[src/rtl/pid_pkg.sv]
// Shared widths and the signed clamp helper for the balance-control PID path.
package pid_pkg;

    localparam int ERR_W  = 16;
    localparam int DSAT_W = 10;

    // Clamp a signed value into the signed range of `width` bits; the caller
    // narrows the result with a size cast.
    function automatic logic signed [31:0] sat_s(input logic signed [31:0] value,
                                                 input int                 width);
        logic signed [31:0] hi;
        logic signed [31:0] lo;
        hi = (32'sd1 <<< (width - 1)) - 32'sd1;
        lo = -hi - 32'sd1;
        if (value > hi) return hi;
        if (value < lo) return lo;
        return value;
    endfunction

endpackage

[src/rtl/pid_err_gen_err_hist.sv]
// Error history for the D path: DEPTH-entry shift register of clamped errors.
module err_hist
    import pid_pkg::*;
#(
    parameter int DEPTH = 2,
    parameter int W     = DSAT_W
) (
    input  logic         clk,
    input  logic         rst,
    input  logic         shift_en,
    input  logic [W-1:0] din,
    output logic [W-1:0] oldest
);

    logic [DEPTH-1:0][W-1:0] hist_q;
    logic [DEPTH-1:0][W-1:0] hist_d;

    always_comb begin
        hist_d = hist_q;
        if (shift_en) begin
            hist_d[0] = din;
            for (int i = 1; i < DEPTH; i++) begin
                hist_d[i] = hist_q[i-1];
            end
        end
    end

    always_ff @(posedge clk) begin
        if (rst) hist_q <= '0;
        else     hist_q <= hist_d;
    end

    assign oldest = hist_q[DEPTH-1];

endmodule

[src/rtl/pid_err_gen.sv]
// PID front end: saturated error, D difference against an older sample, and a
// signed integrator that holds on overflow. One-cycle latency, full throughput.
module pid_err_gen
    import pid_pkg::*;
#(
    parameter int D_DEPTH = 2,
    parameter int I_W     = 18
) (
    input  logic              clk,
    input  logic              rst,
    input  logic              vld,
    input  logic [ERR_W-1:0]  ptch,
    input  logic [ERR_W-1:0]  setpt,
    input  logic              clr_integ,
    output logic [ERR_W-1:0]  signed_err,
    output logic [DSAT_W-1:0] signed_D_diff,
    output logic [I_W-1:0]    integ,
    output logic              ovr_I,
    output logic              out_vld
);

    logic signed [ERR_W:0]    diff;
    logic signed [ERR_W-1:0]  e16;
    logic signed [DSAT_W-1:0] e10;
    logic signed [DSAT_W-1:0] hist_old;
    logic signed [DSAT_W:0]   d_raw;
    logic signed [DSAT_W-1:0] d_sat;
    logic signed [I_W-1:0]    integ_sum;
    logic                     integ_ovf;

    logic signed [ERR_W-1:0]  err_q,     err_d;
    logic signed [DSAT_W-1:0] dd_q,      dd_d;
    logic signed [I_W-1:0]    integ_q,   integ_d;
    logic                     ovr_q,     ovr_d;
    logic                     out_vld_q, out_vld_d;

    err_hist #(
        .DEPTH (D_DEPTH),
        .W     (DSAT_W)
    ) u_hist (
        .clk      (clk),
        .rst      (rst),
        .shift_en (vld),
        .din      (e10),
        .oldest   (hist_old)
    );

    // Both subtractions are one bit wider than their operands so they never
    // wrap before the clamp.
    always_comb begin
        diff      = $signed({ptch[ERR_W-1], ptch}) - $signed({setpt[ERR_W-1], setpt});
        e16       = ERR_W'(sat_s(32'(diff), ERR_W));
        e10       = DSAT_W'(sat_s(32'(e16), DSAT_W));
        d_raw     = $signed({e10[DSAT_W-1], e10}) - $signed({hist_old[DSAT_W-1], hist_old});
        d_sat     = DSAT_W'(sat_s(32'(d_raw), DSAT_W));
        integ_sum = integ_q + I_W'(e10);
        // Overflow only when both operands agree in sign and the sum does not.
        integ_ovf = (integ_q[I_W-1] == e10[DSAT_W-1]) &&
                    (integ_sum[I_W-1] != integ_q[I_W-1]);
    end

    always_comb begin
        err_d     = err_q;
        dd_d      = dd_q;
        integ_d   = integ_q;
        ovr_d     = ovr_q;
        out_vld_d = 1'b0;
        if (vld) begin
            err_d     = e16;
            dd_d      = d_sat;
            out_vld_d = 1'b1;
        end
        if (clr_integ) begin
            integ_d = '0;
            ovr_d   = 1'b0;
        end else if (vld) begin
            if (integ_ovf) ovr_d   = 1'b1;
            else           integ_d = integ_sum;
        end
    end

    always_ff @(posedge clk) begin
        if (rst) begin
            err_q     <= '0;
            dd_q      <= '0;
            integ_q   <= '0;
            ovr_q     <= 1'b0;
            out_vld_q <= 1'b0;
        end else begin
            err_q     <= err_d;
            dd_q      <= dd_d;
            integ_q   <= integ_d;
            ovr_q     <= ovr_d;
            out_vld_q <= out_vld_d;
        end
    end

    assign signed_err    = err_q;
    assign signed_D_diff = dd_q;
    assign integ         = integ_q;
    assign ovr_I         = ovr_q;
    assign out_vld       = out_vld_q;

endmodule
[config.mk]
export PLATFORM = sky130hd
export DESIGN_NAME = pid_err_gen
export DESIGN_NICKNAME = d
export VERILOG_FILES = /design/src/rtl/pid_pkg.sv /design/src/rtl/pid_err_gen_err_hist.sv /design/src/rtl/pid_err_gen.sv
export SDC_FILE = /design/constraint.sdc
export NUM_CORES = 1
export LEC_CHECK = 0
export BUFFER_PORTS_ARGS = -buffer_cell sky130_fd_sc_hd__buf_2
export CAP_MARGIN = 20
export CORE_UTILIZATION = 57
export CTS_CLUSTER_SIZE = 40
export DETAILED_ROUTE_END_ITERATION = 8
export PLACE_DENSITY = 0.9
export SLEW_MARGIN = 20
export SYNTH_ARGS = -nofsm -noshare
export SYNTH_HDL_FRONTEND = slang
export SYNTH_SLANG_ARGS = --single-unit
[constraint.sdc]
create_clock -name clk -period 7.1 [get_ports clk]
set_clock_uncertainty 0.1 [all_clocks]
set_input_delay 0.71 -clock clk [delete_from_list [all_inputs] [get_ports clk]]
set_output_delay 0.71 -clock clk [all_outputs]
set_load 0.03 [all_outputs]
==> flow_metrics.tcl, run 1 <==
set metrics [dict create \
    ys.flop_type "dfxtp_1" \
    multi_input_area_um2 3120 \
    synth-async-reset-ratio_pct 0 \
    ys_seq_area_share_pct 28.1 \
    syn_area_um2 4700 \
    drc 0 \
    maxCapViolCount 0 \
    crit_fanout 11 \
    p_int_uw 854 \
    root_buffer "clkbuf_8" \
    die_h_um 92.8 \
    placed_cell_area_um2 5190 \
    portBuffers 81 \
    synth_edf_count 0 \
    utilization_pct 68.4 \
    worst_r2r_path_depth 12 \
    clockPowerShare_pct 21.5 \
    synth_area_leaders "dfxtp_1 28%, ha_1 11%, nor2_1 6.9%" \
    p_per_area_nw_per_um2 269 \
    r2r_end "integ[16]" \
    worst_pin_slew_ns 0.893 \
    holdBufCountCts 0 \
    crit_arrival_ns 6.78 \
    drtIter0Drc 227 \
    fillers 613 \
    wire_per_inst_um 15.1 \
    p_leak_nw 2.49 \
    final_max_slew_viol_count 0 \
    die_w_um 92.8 \
    dp_hpwl_um 8180 \
    grt.total_usage_pct 26.7 \
    clockBufferDepth 2 \
    insertion_delay_ns 0.35 \
    grt_pass1_vias 4163 \
    cts-htree-levels 3 \
    cts_tree "built" \
    die_area_um2 8620 \
    syn_area_per_cell_um2 8.56 \
    worstSetupEndpointType "register" \
    cp.required_ns 7.26 \
    p_sw_uw 589 \
    nNetsFinal 707 \
    power_mw 1.44 \
    rrSetupSlack_ns 3.41 \
    final_common_cell "nor2_1" \
    worst-setup-path-type "input pin to register" \
    fin_tns_setup_ns 0 \
    min_to "signed_err[15]" \
    cts_resized 0 \
    cts_buffers 9 \
    grt_overflow 0 \
    start_util_pct 59.9 \
    cts_sinks 66 \
    synth-seq-cells 66 \
    std_cell_rows 32 \
    rsz0062_at_grt "no" \
    postSynthCellCount 549 \
    combPwrFrac_pct 48.1 \
    grt_max_degree 74 \
    power_frac_seq_pct 30.4 \
    ant_nets 0 \
    register_area_um2 1320 \
    syn2layout_area_growth_pct 14.2 \
    status "finished, final reports clean" \
    antenna_found_initial 0 \
    crit_path_start_kind "input pin" \
    ys_warn_count 0 \
    wl_um 11100 \
    hold_path.class "register to register" \
    slowest_delay_ns 0.48 \
    post_cts_buffers 0 \
    dr.pass1.iters 5 \
    ir_worst_vdd_v 0.000107 \
    drive_gt1_share_pct 20.2 \
    avgViaCountPerCell 5.86 \
    yosys.area.top_type_share_pct 28.1 \
    placed_cells 716 \
    hold_viol 0 \
    hold_depth 1 \
    max_freq_ghz 0.151 \
    ys_types 65 \
    clkTransAtPathRegs_ns 0.07 \
    grt_first_pass_wirelength_um 18400 \
    slowest_stage "o41ai_1" \
    yosysTopAreaCell "dfxtp_1" \
    most-common-layout-cells "86 x nor2_1, 81 x buf_2, 66 x dfxtp_1" \
    finalSetupViolations 0 \
    fin_crit_ns 6.63 \
    place.gp.congestion 0.888 \
    netSwitchingFraction_pct 40.8 \
    relSlewSlack_pct 40.5 \
    min-delay-start "signed_err[15]" \
    fin_crit_sh_pct 93.3 \
    antennaDiodeCount 0 \
    fin_area_um2 5370 \
    io_pins 82 \
    r2r-start "integ[0]" \
    layout.cells.non_filler 732 \
    vias 4289 \
    syn_nets 631 \
    core_um2 7850 \
]
==> per-layer routing <==
layer / track usage [%] / up-vias / share of wire [%]
met5: 0 / - / 0
li1: - / 2104 / -
met3: 4.68 / 30 / 3.9
met4: 12.9 / 0 / 2.8
met2: 46.8 / 142 / 51
met1: 31.1 / 2013 / 43
==> per-stage QoR <==
| step | setup slack [ns] | hold slack [ns] |
|---|---|---|
| floorplan | 1.15 | 0.327 |
| global placement | 0.655 | 0.343 |
| detailed placement | 0.376 | 0.335 |
| CTS | 0.656 | 0.359 |
| global route | 0.152 | 0.379 |
| finish | 0.473 | 0.356 |
==> worst max-delay path: cells and delay by family <==
| kind | cells | cell delay, ns |
|---|---|---|
| buffers and inverters | 2 | 0.12 |
| AO/OA/AOI/OAI | 14 | 3.45 |
| XOR/XNOR | 2 | 0.52 |
| AND/OR/NAND/NOR | 3 | 0.65 |
| adder cells (fa/ha/maj) | 4 | 1.34 |
==> power groups by stage <==
stage          sequential (mW)  combinational, mW  clock [mW]
2_1_floorplan            0.507              0.468           0
3_3_place_gp             0.444              0.648           0
3_5_place_dp             0.446              0.678           0
4_1_cts                  0.439              0.685       0.311
5_1_grt                  0.444              0.753       0.330
6_report                 0.438              0.694       0.311
==> cell families after synthesis <==
kind of cell | synth area share (%)
AOI/OAI and AO/OA | 21.5
xor gates and xnor gates | 6.28
adders and majority gates | 17.1
buffers and inverters | 5.51
DFF | 28.1
muxes | 6.81
and+or+nand+nor | 14.8
==> layout make-up <==
class | instances | share of cell area, %
multi-input combinational | 416 | 58.1
sequential | 66 | 24.6
timing repair buffer | 86 | 8.25
inverter | 46 | 3.21
clock buffer | 10 | 2.38
tap | 102 | 2.38
clock inverter | 6 | 1.07
==> sequential cells by signal, indices dropped and copies added, names as in the netlist <==
name and cells:
integ 18, out_vld 1, ovr_I 1, signed_D_diff 10
signed_err 16, u_hist.hist_q 10, u_hist.oldest 10
==> cells in the mapped netlist (4+ instances only) <==
| cell type | n |
|---|---|
| a211oi_1 | 20 |
| a211oi_2 | 5 |
| a21o_1 | 14 |
| a21oi_1 | 31 |
| a31oi_1 | 4 |
| clkbuf_1 | 15 |
| dfxtp_1 | 66 |
| ha_1 | 43 |
| inv_1 | 45 |
| maj3_1 | 17 |
| mux2i_1 | 32 |
| nand2_1 | 19 |
| nand2b_1 | 6 |
| nor2_1 | 86 |
| nor2b_1 | 8 |
| nor3_1 | 9 |
| o21a_1 | 8 |
| o21ai_0 | 15 |
| o21bai_1 | 4 |
| o22ai_1 | 4 |
| o32ai_1 | 7 |
| xnor2_1 | 24 |
| xor2_1 | 6 |
==> how the worst max path moves through the flow <==
stage                   from         to  slack (ns)  depth (start not counted)
floorplan            ptch[0]  integ[10]        1.15                         26
global placement    setpt[1]   integ[0]        0.66                         24
detailed placement   ptch[0]   integ[3]        0.38                         25
CTS                  ptch[0]  integ[16]        0.66                         25
global route         ptch[0]  integ[11]        0.15                         25
finish               ptch[0]  integ[16]        0.47                         25
Note: power is estimated with default switching activity, not from simulation.
==> run 2: changes to the inputs <==
- CORE_UTILIZATION: 57 -> 59
- CTS_BUF_LIST: default -> sky130_fd_sc_hd__clkbuf_8
- PLACE_DENSITY: 0.9 -> 0.92
==> run 2 against run 1 <==
  * Critical path depth grew 1
  * Sequential share of layout area down 0.12 points
  * Final cell count is 0.14% lower
  * Highest routed layer unchanged
==> flow_metrics.tcl, run 2 (synthesis gave the netlist of run 1 again) <==
set metrics [dict create \
    die_w_um 91.3 \
    drive_gt1_share_pct 20.0 \
    clockBufferDepth 2 \
    crit_top_cell "nor2_1" \
    rrSetupSlack_ns 3.65 \
    slowest_delay_ns 0.50 \
    final_max_slew_viol_count 0 \
    fin_crit_sh_pct 91.7 \
    start_util_pct 60.8 \
    ant_nets 0 \
    avgViaCountPerCell 5.87 \
    grt_first_pass_wirelength_um 18900 \
    cp_num_cells 26 \
    p_per_area_nw_per_um2 275 \
    status "finished, final reports clean" \
    hold_viol 0 \
    grt_overflow 0 \
    cts-htree-levels 3 \
    antennaDiodeCount 0 \
    crit_fanout 18 \
    rsz0062_at_grt "no" \
    dp_hpwl_um 8210 \
    worst_r2r_path_depth 12 \
    path_buf_inv 3 \
    grt_pass1_vias 4276 \
    grt.total_usage_pct 28.0 \
    crit_arrival_ns 6.64 \
    drtIter0Drc 198 \
    largest_reg_flops 18 \
    most-common-layout-cells "86 x nor2_1, 81 x buf_2, 66 x dfxtp_1" \
    endpoint "integ[5]" \
    fin_ws_ns 0.588 \
    die_area_um2 8330 \
    die_h_um 91.3 \
    p_leak_nw 2.51 \
    ir_worst_vdd_v 0.000109 \
    post_cts_buffers 0 \
    root_buffer "clkbuf_8" \
    std_cell_rows 32 \
    crit_start "ptch[0]" \
    crit_path_start_kind "input pin" \
    hold_path.class "register to register" \
    relSlewSlack_pct 39.2 \
    fin_area_um2 5400 \
    max_freq_ghz 0.154 \
    slowest_stage "o41ai_1" \
    cp.required_ns 7.22 \
    core_um2 7730 \
    path_delay_family "compound AO/OA/AOI/OAI gates" \
    layout.cells.non_filler 731 \
    fin_tns_setup_ns 0 \
    fillers 574 \
    wl_um 11100 \
    cts_sinks 66 \
    final_common_cell "nor2_1" \
    utilization_pct 69.9 \
    finalSetupViolations 0 \
    holdBufCountCts 0 \
    cts_resized 0 \
    io_pins 82 \
    cts_tree "built" \
    holdWs_ns 0.354 \
    drc 0 \
    r2r_end "integ[16]" \
    syn2layout_area_growth_pct 14.8 \
    fin_crit_ns 6.51 \
    insertion_delay_ns 0.35 \
    worst_pin_slew_ns 0.912 \
    nNetsFinal 706 \
    worstSetupEndpointType "register" \
    power_mw 1.49 \
    maxCapViolCount 0 \
    cts_buffers 9 \
    vias 4291 \
    antenna_found_initial 0 \
    wire_per_inst_um 15.2 \
    clkTransAtPathRegs_ns 0.07 \
    placed_cells 715 \
    portBuffers 81 \
    dr.pass1.iters 5 \
    placed_cell_area_um2 5180 \
    dp_slack_ns 0.316 \
    r2r-start "integ[0]" \
    place.gp.congestion 0.968 \
    worst-setup-path-type "input pin to register" \
    grt_max_degree 74 \
]
[run 2: cell count changes in the layout (fill, tap and decap cells not counted), sizes merged]
cell and delta:
buf -1, bufinv +1, clkinv -2, inv +1
[run 2: worst min-delay path by stage]
stage	from	endpoint	slack [ns]	cells after the start
2_1_floorplan	u_hist.hist_q[9]	u_hist.hist_q[9]	0.33	1
4_1_cts	signed_err[15]	signed_err[15]	0.36	1
3_3_place_gp	u_hist.hist_q[9]	u_hist.hist_q[9]	0.34	1
5_1_grt	signed_err[15]	signed_err[15]	0.37	1
6_report	signed_err[15]	signed_err[15]	0.35	1
3_5_place_dp	signed_err[15]	signed_err[15]	0.34	1
[run 2: area by class of cell]
type / instances / area, um^2 / area share [%]
clock buffer: 10 / 138 / 2.55
clock inverter: 6 / 81.3 / 1.51
inverter: 46 / 173 / 3.20
multi-input combinational: 416 / 3120 / 57.8
sequential: 66 / 1320 / 24.5
tap: 102 / 128 / 2.36
timing repair buffer: 85 / 435 / 8.07
[run 2: metal layers]
metal  wire (um)  up-vias  GRT usage (%)
li1            -     2085              -
met1        4720     2040           31.5
met2        5650      125           50.9
met3         358       41           4.27
met4         385        0           14.6
met5           0        -              0
[run 2: power by group]
| group | internal [mW] | switching [mW] |
|---|---|---|
| clock network | 0.205 | 0.150 |
| registers | 0.413 | 0.0254 |
| logic | 0.280 | 0.412 |
| total | 0.898 | 0.588 |
==> run 3: changes to the inputs <==
- CELL_PAD_IN_SITES_DETAIL_PLACEMENT: default -> 1
- CELL_PAD_IN_SITES_GLOBAL_PLACEMENT: default -> 2
- CORE_UTILIZATION: 59 -> 35
- PLACE_DENSITY: 0.92 -> 0.84
==> run 3 against run 2 <==
  * Sequential share of layout area shrank 0.40 points
  * Fmax grew 0.16%
  * Register-to-register slack lost 0.03 ns
  * Routed wire length grew 6.4%
  * Worst setup slack gained 0.010 ns
  * Critical endpoint is now integ[1]
  * Largest cell class unchanged
==> flow_metrics.tcl, run 3 (synthesis gave the netlist of run 1 again) <==
set metrics [dict create \
    hold_viol 0 \
    grt.total_usage_pct 17.7 \
    fin_tns_setup_ns 0 \
    insertion_delay_ns 0.34 \
    holdBufCountCts 0 \
    vias 4073 \
    ant_nets 0 \
    worstSetupEndpointType "register" \
    wire_per_inst_um 14.7 \
    hold_path.class "register to register" \
    ir_worst_vdd_v 0.0000793 \
    root_buffer "clkbuf_8" \
    fin_crit_ns 6.50 \
    die_h_um 118 \
    dp_hpwl_um 9190 \
    grt_overflow 0 \
    largest_reg_flops 18 \
    relSlewSlack_pct 35.4 \
    portBuffers 81 \
    drtIter0Drc 154 \
    maxCapViolCount 0 \
    p_per_area_nw_per_um2 268 \
    dp_slack_ns 0.217 \
    crit_fanout 18 \
    max_freq_ghz 0.154 \
    core_um2 12900 \
    drc 0 \
    crit_path_start_kind "input pin" \
    crit_top_cell "nor2_1" \
    start_util_pct 36.5 \
    avgViaCountPerCell 5.08 \
    grt_max_degree 74 \
    antennaDiodeCount 0 \
    fin_ws_ns 0.598 \
    crit_arrival_ns 6.63 \
    cts_tree "built" \
    drive_gt1_share_pct 20.3 \
    place.gp.congestion 0.825 \
    grt_pass1_vias 4243 \
    slowest_stage "o41ai_1" \
    io_pins 82 \
    die_w_um 118 \
    cts_resized 0 \
    slowest_delay_ns 0.53 \
    post_cts_buffers 0 \
    antenna_found_initial 0 \
    final_common_cell "nor2_1" \
    worst-setup-path-type "input pin to register" \
    power_mw 1.47 \
    utilization_pct 42.6 \
    finalSetupViolations 0 \
    dr.pass1.iters 4 \
    grt_first_pass_wirelength_um 20300 \
    cts-htree-levels 3 \
    wl_um 11800 \
    final_max_slew_viol_count 0 \
    fin_area_um2 5490 \
    cts_sinks 66 \
    path_delay_family "compound AO/OA/AOI/OAI gates" \
    die_area_um2 13900 \
    most-common-layout-cells "86 x nor2_1, 81 x buf_2, 66 x dfxtp_1" \
    rsz0062_at_grt "no" \
    p_leak_nw 2.51 \
    nNetsFinal 708 \
    placed_cell_area_um2 5280 \
    path_buf_inv 3 \
    fin_crit_sh_pct 91.6 \
    status "finished, final reports clean" \
    worst_pin_slew_ns 0.969 \
    clockBufferDepth 2 \
    syn2layout_area_growth_pct 16.7 \
    cp.required_ns 7.23 \
    clkTransAtPathRegs_ns 0.08 \
    cts_buffers 9 \
    std_cell_rows 41 \
]
## run 3: cell types whose count changed in the layout (fill, tap and decap cells not counted), sizes merged
cell | previous run | this run
buf | 85 | 87
clkbuf | 10 | 9
clkinv | 2 | 3
inv | 47 | 46
## run 3: routing by layer
metal	track usage (%)	part of all wire [%]	up-vias
met2	31.2	49	49
met3	2.08	1.8	10
met1	22.5	48	1921
met4	5.29	1.2	0
met5	0	0	-
li1	-	-	2093
## run 3: cell type report
cell class / instances / area (um^2)
Clock buffer: 9 / 124
Multi-Input combinational cell: 416 / 3120
Fill cell: 1568 / 7390
Sequential cell: 66 / 1320
Tap cell: 172 / 215
Clock inverter: 6 / 82.6
Timing Repair Buffer: 87 / 450
Inverter: 46 / 173
## run 3: worst paths after layout
| check | to | slack, ns | from | cells past startpoint |
|---|---|---|---|---|
| setup / recovery | integ[1] | 0.60 | ptch[0] | 26 |
| hold / removal | signed_err[15] | 0.36 | signed_err[15] | 1 |
| setup reg to reg | integ[16] | 3.62 | integ[0] | 12 |
| hold reg to reg | signed_err[15] | 0.36 | signed_err[15] | 1 |
## run 3: metrics by stage
stage / hold slack [ns] / instances
finish: 0.360 / 802
detailed placement: 0.340 / 787
floorplan: 0.327 / 549
CTS: 0.367 / 802
global placement: 0.335 / 787
global route: 0.390 / 802
## run 3: report_power, final
| group | switching [mW] | internal (mW) |
|---|---|---|
| combinational | 0.408 | 0.281 |
| sequential | 0.0257 | 0.413 |
| clock | 0.150 | 0.194 |
| total | 0.583 | 0.888 |
